**src/rtl/perceptron_pkg.sv**
```systemverilog
// perceptron_pkg
//  Shared types and helpers for the perceptron trainer and the inference neuron.
//  - state_t    : trainer FSM states
//  - DEF_*      : default input count and weight width
//  - SUM_WIDTH  : width of the weighted sum for the default sizes
//  - sat_add    : signed add clamped to a two's complement range of a given width
package perceptron_pkg;

    typedef enum logic [1:0] {
        S_IDLE   = 2'd0,
        S_EVAL   = 2'd1,
        S_UPDATE = 2'd2,
        S_DONE   = 2'd3
    } state_t;

    localparam int DEF_N_IN    = 2;
    localparam int DEF_W_WIDTH = 4;
    localparam int SUM_WIDTH   = DEF_W_WIDTH + $clog2(DEF_N_IN + 1);

    function automatic int sat_add(input int a, input int e, input int width);
        int s;
        int hi;
        int lo;
        s  = a + e;
        hi = (1 << (width - 1)) - 1;
        lo = -(1 << (width - 1));
        if (s > hi) return hi;
        if (s < lo) return lo;
        return s;
    endfunction

endpackage

```
**src/rtl/perceptron_dot.sv**
```systemverilog
// perceptron_dot
//  Combinational weighted sum and threshold of a single neuron.
//  Ports:
//   weights  in   N_IN*W_WIDTH  signed weights, w_i at [i*W_WIDTH +: W_WIDTH]
//   bias     in   W_WIDTH       signed bias
//   x        in   N_IN          binary input vector
//   sum      out  SUM_W         bias + sum of weights whose input bit is set
//   y        out  1             sum >= 1
module perceptron_dot
    import perceptron_pkg::*;
#(
    parameter int N_IN    = DEF_N_IN,
    parameter int W_WIDTH = DEF_W_WIDTH,
    parameter int SUM_W   = W_WIDTH + $clog2(N_IN + 1)
) (
    input  logic [N_IN*W_WIDTH-1:0] weights,
    input  logic [W_WIDTH-1:0]      bias,
    input  logic [N_IN-1:0]         x,
    output logic [SUM_W-1:0]        sum,
    output logic                    y
);

    logic [SUM_W-1:0] acc;

    // Operands are sign-extended by hand; SUM_W is wide enough that no overflow occurs.
    always_comb begin
        acc = {{(SUM_W-W_WIDTH){bias[W_WIDTH-1]}}, bias};
        for (int i = 0; i < N_IN; i++) begin
            if (x[i]) begin
                acc = acc + {{(SUM_W-W_WIDTH){weights[i*W_WIDTH+W_WIDTH-1]}},
                             weights[i*W_WIDTH +: W_WIDTH]};
            end
        end
    end

    assign sum = acc;
    assign y   = !acc[SUM_W-1] && (acc != '0);

endmodule

```
**src/rtl/perceptron_trainer.sv**
```systemverilog
// perceptron_trainer
//  Perceptron-rule trainer (lr = 1) for a single binary neuron; exports weights/bias.
//  state    | meaning
//  S_IDLE   | waiting for a sample, load or restart
//  S_EVAL   | evaluate latched sample, record prediction and error
//  S_UPDATE | apply saturating weight/bias update, close epoch on last sample
//  S_DONE   | converged or epoch limit reached; weights frozen
//  Ports:
//   clk, rst                          clock, synchronous active-high reset
//   sample_valid/ready/x/label/last   sample handshake
//   load_en, load_w, load_b           preset weights/bias in IDLE or DONE
//   restart                           clear counters, keep weights
//   weights, bias, y_pred             trained state and last prediction
//   busy, done, converged, epoch_count status
module perceptron_trainer
    import perceptron_pkg::*;
#(
    parameter int N_IN       = DEF_N_IN,
    parameter int W_WIDTH    = DEF_W_WIDTH,
    parameter int MAX_EPOCHS = 15
) (
    input  logic                    clk,
    input  logic                    rst,
    input  logic                    sample_valid,
    output logic                    sample_ready,
    input  logic [N_IN-1:0]         sample_x,
    input  logic                    sample_label,
    input  logic                    sample_last,
    input  logic                    load_en,
    input  logic [N_IN*W_WIDTH-1:0] load_w,
    input  logic [W_WIDTH-1:0]      load_b,
    input  logic                    restart,
    output logic [N_IN*W_WIDTH-1:0] weights,
    output logic [W_WIDTH-1:0]      bias,
    output logic                    y_pred,
    output logic                    busy,
    output logic                    done,
    output logic                    converged,
    output logic [7:0]              epoch_count
);

    localparam int SUM_W = W_WIDTH + $clog2(N_IN + 1);

    state_t                  state_q, state_d;
    logic [N_IN*W_WIDTH-1:0] w_q;
    logic [W_WIDTH-1:0]      b_q;
    logic [N_IN-1:0]         x_q;
    logic                    label_q, last_q;
    logic                    err_q, err_pos_q, err_any_q;
    logic                    y_q, conv_q;
    logic [7:0]              epoch_q;
    logic [SUM_W-1:0]        eval_sum;
    logic                    eval_y;
    logic                    unused_sum_parity;
    logic                    at_limit;
    int                      e_val;

    perceptron_dot #(.N_IN(N_IN), .W_WIDTH(W_WIDTH), .SUM_W(SUM_W)) u_dot (
        .weights (w_q),
        .bias    (b_q),
        .x       (x_q),
        .sum     (eval_sum),
        .y       (eval_y)
    );

    // The raw sum is only needed by the inference side.
    assign unused_sum_parity = ^eval_sum;
    assign at_limit          = (epoch_q == 8'(MAX_EPOCHS - 1));
    assign e_val             = err_pos_q ? 1 : -1;

    always_ff @(posedge clk) begin
        if (rst) state_q <= S_IDLE;
        else     state_q <= state_d;
    end

    always_comb begin
        state_d      = state_q;
        sample_ready = 1'b0;
        busy         = 1'b0;
        done         = 1'b0;
        case (state_q)
            S_IDLE: begin
                sample_ready = ~load_en;
                if (sample_valid && !load_en) state_d = S_EVAL;
            end
            S_EVAL: begin
                busy    = 1'b1;
                state_d = S_UPDATE;
            end
            S_UPDATE: begin
                busy = 1'b1;
                if (!last_q)        state_d = S_IDLE;
                else if (!err_any_q) state_d = S_DONE;
                else if (at_limit)  state_d = S_DONE;
                else                state_d = S_IDLE;
            end
            S_DONE: begin
                done = 1'b1;
                if (load_en || restart) state_d = S_IDLE;
            end
            default: state_d = S_IDLE;
        endcase
    end

    always_ff @(posedge clk) begin
        if (rst) begin
            w_q       <= '0;
            b_q       <= '0;
            x_q       <= '0;
            label_q   <= 1'b0;
            last_q    <= 1'b0;
            err_q     <= 1'b0;
            err_pos_q <= 1'b0;
            err_any_q <= 1'b0;
            y_q       <= 1'b0;
            conv_q    <= 1'b0;
            epoch_q   <= '0;
        end else begin
            case (state_q)
                S_IDLE, S_DONE: begin
                    if (load_en) begin
                        w_q       <= load_w;
                        b_q       <= load_b;
                        epoch_q   <= '0;
                        err_any_q <= 1'b0;
                        conv_q    <= 1'b0;
                    end else if (restart) begin
                        epoch_q   <= '0;
                        err_any_q <= 1'b0;
                        conv_q    <= 1'b0;
                    end
                    if (state_q == S_IDLE && sample_valid && !load_en) begin
                        x_q     <= sample_x;
                        label_q <= sample_label;
                        last_q  <= sample_last;
                    end
                end
                S_EVAL: begin
                    y_q       <= eval_y;
                    err_q     <= (label_q != eval_y);
                    err_pos_q <= label_q;
                    err_any_q <= err_any_q | (label_q != eval_y);
                end
                S_UPDATE: begin
                    if (err_q) begin
                        for (int i = 0; i < N_IN; i++) begin
                            if (x_q[i]) begin
                                w_q[i*W_WIDTH +: W_WIDTH] <= W_WIDTH'(sat_add(
                                    int'($signed(w_q[i*W_WIDTH +: W_WIDTH])), e_val, W_WIDTH));
                            end
                        end
                        b_q <= W_WIDTH'(sat_add(int'($signed(b_q)), e_val, W_WIDTH));
                    end
                    if (last_q) begin
                        epoch_q <= epoch_q + 8'd1;
                        if (!err_any_q)    conv_q    <= 1'b1;
                        else if (at_limit) conv_q    <= 1'b0;
                        else               err_any_q <= 1'b0;
                    end
                end
                default: ;
            endcase
        end
    end

    assign weights     = w_q;
    assign bias        = b_q;
    assign y_pred      = y_q;
    assign converged   = conv_q;
    assign epoch_count = epoch_q;

endmodule

```
**config.mk**
```make
export PLATFORM = sky130hd
export DESIGN_NAME = perceptron_trainer
export DESIGN_NICKNAME = d
export VERILOG_FILES = /design/src/rtl/perceptron_pkg.sv /design/src/rtl/perceptron_dot.sv /design/src/rtl/perceptron_trainer.sv
export SDC_FILE = /design/constraint.sdc
export NUM_CORES = 1
export LEC_CHECK = 0
export ABC_CLOCK_PERIOD_IN_PS = 7500
export CAP_MARGIN = 10
export CORE_AREA = 10 10 92 94
export DETAILED_ROUTE_END_ITERATION = 10
export DIE_AREA = 0 0 102 104
export PLACE_DENSITY = 0.81
export SLEW_MARGIN = 10
export SYNTH_ARGS = -nofsm -noshare
export SYNTH_HDL_FRONTEND = slang
export SYNTH_HIERARCHICAL = 1
export SYNTH_SLANG_ARGS = --single-unit
export TNS_END_PERCENT = 20
```
**constraint.sdc**
```tcl
create_clock -name clk -period 7.5 [get_ports clk]
set_clock_uncertainty 0.05 [all_clocks]
set_input_delay 1.125 -clock clk [delete_from_list [all_inputs] [get_ports clk]]
set_output_delay 1.125 -clock clk [all_outputs]
set_load 0.005 [all_outputs]
```
==> results.yml <==
yosys:
  yosysWarningCount: 6
  syn_area_sq_um: 3771
  syn_inst: 411
  syn_nets: 503
  syn_avg_cell_area_sq_um: 9.175
floorplanning:
  die_x_microns: 102
  die_h_microns: 104
  start_util_pct: 56.44
  num_rows: 30
  top_level_ports: 46
  core_sq_um: 6681
  dieArea_sq_um: 10610
power_and_ir_drop:
  p_sw_share_pct: 47.06
  leakage_nw: 1.788
  intPower_uw: 776.4
  power_density_nw_per_um2: 333.1
  p_switching_uw: 690.3
  comb_power_share_pct: 70.2
  seqPwrFrac_pct: 18.1
  clockPowerShare_pct: 11.7
  ir_drop_mv: 0.1567
critical_path:
  cp-end-kind: "flop"
  slowest_stage: "dfxtp_1"
  path_cells: "inv_2 -> buf_4 -> ha_1 -> a21oi_1 -> o21ai_0 -> a21oi_1 -> inv_1 -> fa_1 -> inv_1 -> fa_1 -> nand4b_1 -> or4_1 -> o41ai_2 -> nand2b_1 -> a311oi_1"
  crit_arrival_ns: 5.30
  critPathKind: "flop to flop"
  reg2regPathDepth: 15
  required_ns: 7.63
  critPathMaxFanout: 29
  r2r-end: "weights[1]"
  cp_slowest_stage_delay_ns: 0.97
  reg2reg_from: "err_pos_q"
  cp-start-kind: "flop"
  ff2ff_setup_slack_ns: 2.33
routing:
  drt-initial-drc-count: 140
  vias_per_cell: 5.957
  ant_nets: 0
  routedWlPerCell_microns: 16.65
  drc: 0
  vias: 3187
  wl_microns: 8909
  first_pass_iters: 4
global_routing:
  antenna_found_initial: 0
  grt_max_degree: 30
  grtUsageTotal_pct: 16.95
  grt_pass1_vias: 3212
  overflow: 0
  grt_pass1_wl_microns: 15250
clock_network:
  clk_pin_slew_ns: 0.07
  insertion_delay_ns: 0.29
  tritoncts: "built"
  postCtsHoldBufs: 0
  cts_buffers: 5
  postCtsSetupBuffers: 0
  clockRootBuffer: "clkbuf_8"
  cts_sinks: 31
  h-tree-depth: 2
  cts_resized: 0
  clockBufferDepth: 2
timing:
  finalSetupViolCount: 0
  worst_pin_slew_ns: 1.015
  drv_slew: 0
  rsz0062_at_grt: "no"
  finalCritPeriodShare_pct: 68.91
  worst_slack_ns: 2.332
  fin_tns_setup_ns: 0
  fmax_mhz: 193.5
  finalHoldViolCount: 0
  slew_headroom_pct: 31.74
  fin_crit_ns: 5.168
min_path:
  hold_end: "state_q[1]"
  hold_path.startpoint: "state_q[1]"
  min_path_type: "flop to flop"
  min_path_cells: 2
place:
  dp_slack_ns: 2.252
  dp_hpwl_microns: 6862
  place_congestion: 0.8835
  placed_area_sq_um: 4285
  port_buffers: 45
cells_and_area:
  antenna_cells: 0
  fin_nets: 546
  final_layout_size_suffix_gt1_share_pct: 6.593
  layout_common_cells: "47 x fa_1, 45 x clkdlybuf4s50_1, 40 x inv_1, 31 x dfxtp_1, 30 x nor2_1"
  final_cell_area_sq_um: 4403
  mostFrequentLayoutCell: "fa_1"
  fin_util_pct: 65.90
  area_delta_synth_final_pct: 16.76
status:
  status: "finished, final reports clean"
flow_run:
  max-cap-violations: 0
registers in the layout (all words and copies together) (netlist names), 2 cells and up:
register     cells
bias             4
epoch_count      8
state_q          2
weights          8
x_q              2
metrics by stage:
step | std cells | power (mW) | hold WS (ns)
after floorplan | 411 | 1.009 | 0.4318
after global placement | 527 | 1.240 | 0.4293
after detailed placement | 527 | 1.279 | 0.4574
after CTS | 535 | 1.467 | 0.4760
after global routing | 535 | 1.617 | 0.5067
final | 535 | 1.467 | 0.4719
power groups by stage:
stage / clock [mW] / sequential (mW) / combinational (mW)
floorplan: 0 / 0.266 / 0.742
global placement: 0 / 0.269 / 0.971
detailed placement: 0 / 0.269 / 1.01
CTS: 0.177 / 0.267 / 1.02
global route: 0.183 / 0.276 / 1.16
finish: 0.172 / 0.265 / 1.03
worst max path at each step:
| stage | startpoint | slack [ns] | endpoint | cells past startpoint |
|---|---|---|---|---|
| 6_report | err_pos_q | 2.33 | weights[1] | 15 |
| 2_1_floorplan | err_pos_q | 2.21 | weights[2] | 14 |
| 3_5_place_dp | err_pos_q | 2.25 | weights[1] | 15 |
| 4_1_cts | err_pos_q | 2.24 | weights[1] | 15 |
| 5_1_grt | err_pos_q | 1.80 | weights[2] | 15 |
| 3_3_place_gp | err_pos_q | 2.46 | weights[2] | 15 |
critical path: cells and delay by family (launching register included):
family | cells | cell delay (ns)
buf+inv | 4 | 0.94
flops | 1 | 0.97
simple gates | 3 | 0.71
fa+ha+maj | 3 | 1.13
compound gates | 5 | 1.25
per-layer routing:
layer	GRT usage (%)	up-vias	wire length, microns
li1	-	1529	-
met1	23.12	1566	3942
met2	26.44	83	4401
met3	3.189	9	479
met4	4.738	0	86
met5	0	-	0
layout make-up:
type                    count  area, sq um
clock buffers               6        82.58
inverters                  41        153.9
well taps                  80        100.1
clock inverters             2        35.03
flip-flops and latches     31        620.6
multi-input cells         328         2945
repair buffers             47        465.4
fillers                   558         2278
Note: power is estimated with default switching activity, not from simulation.
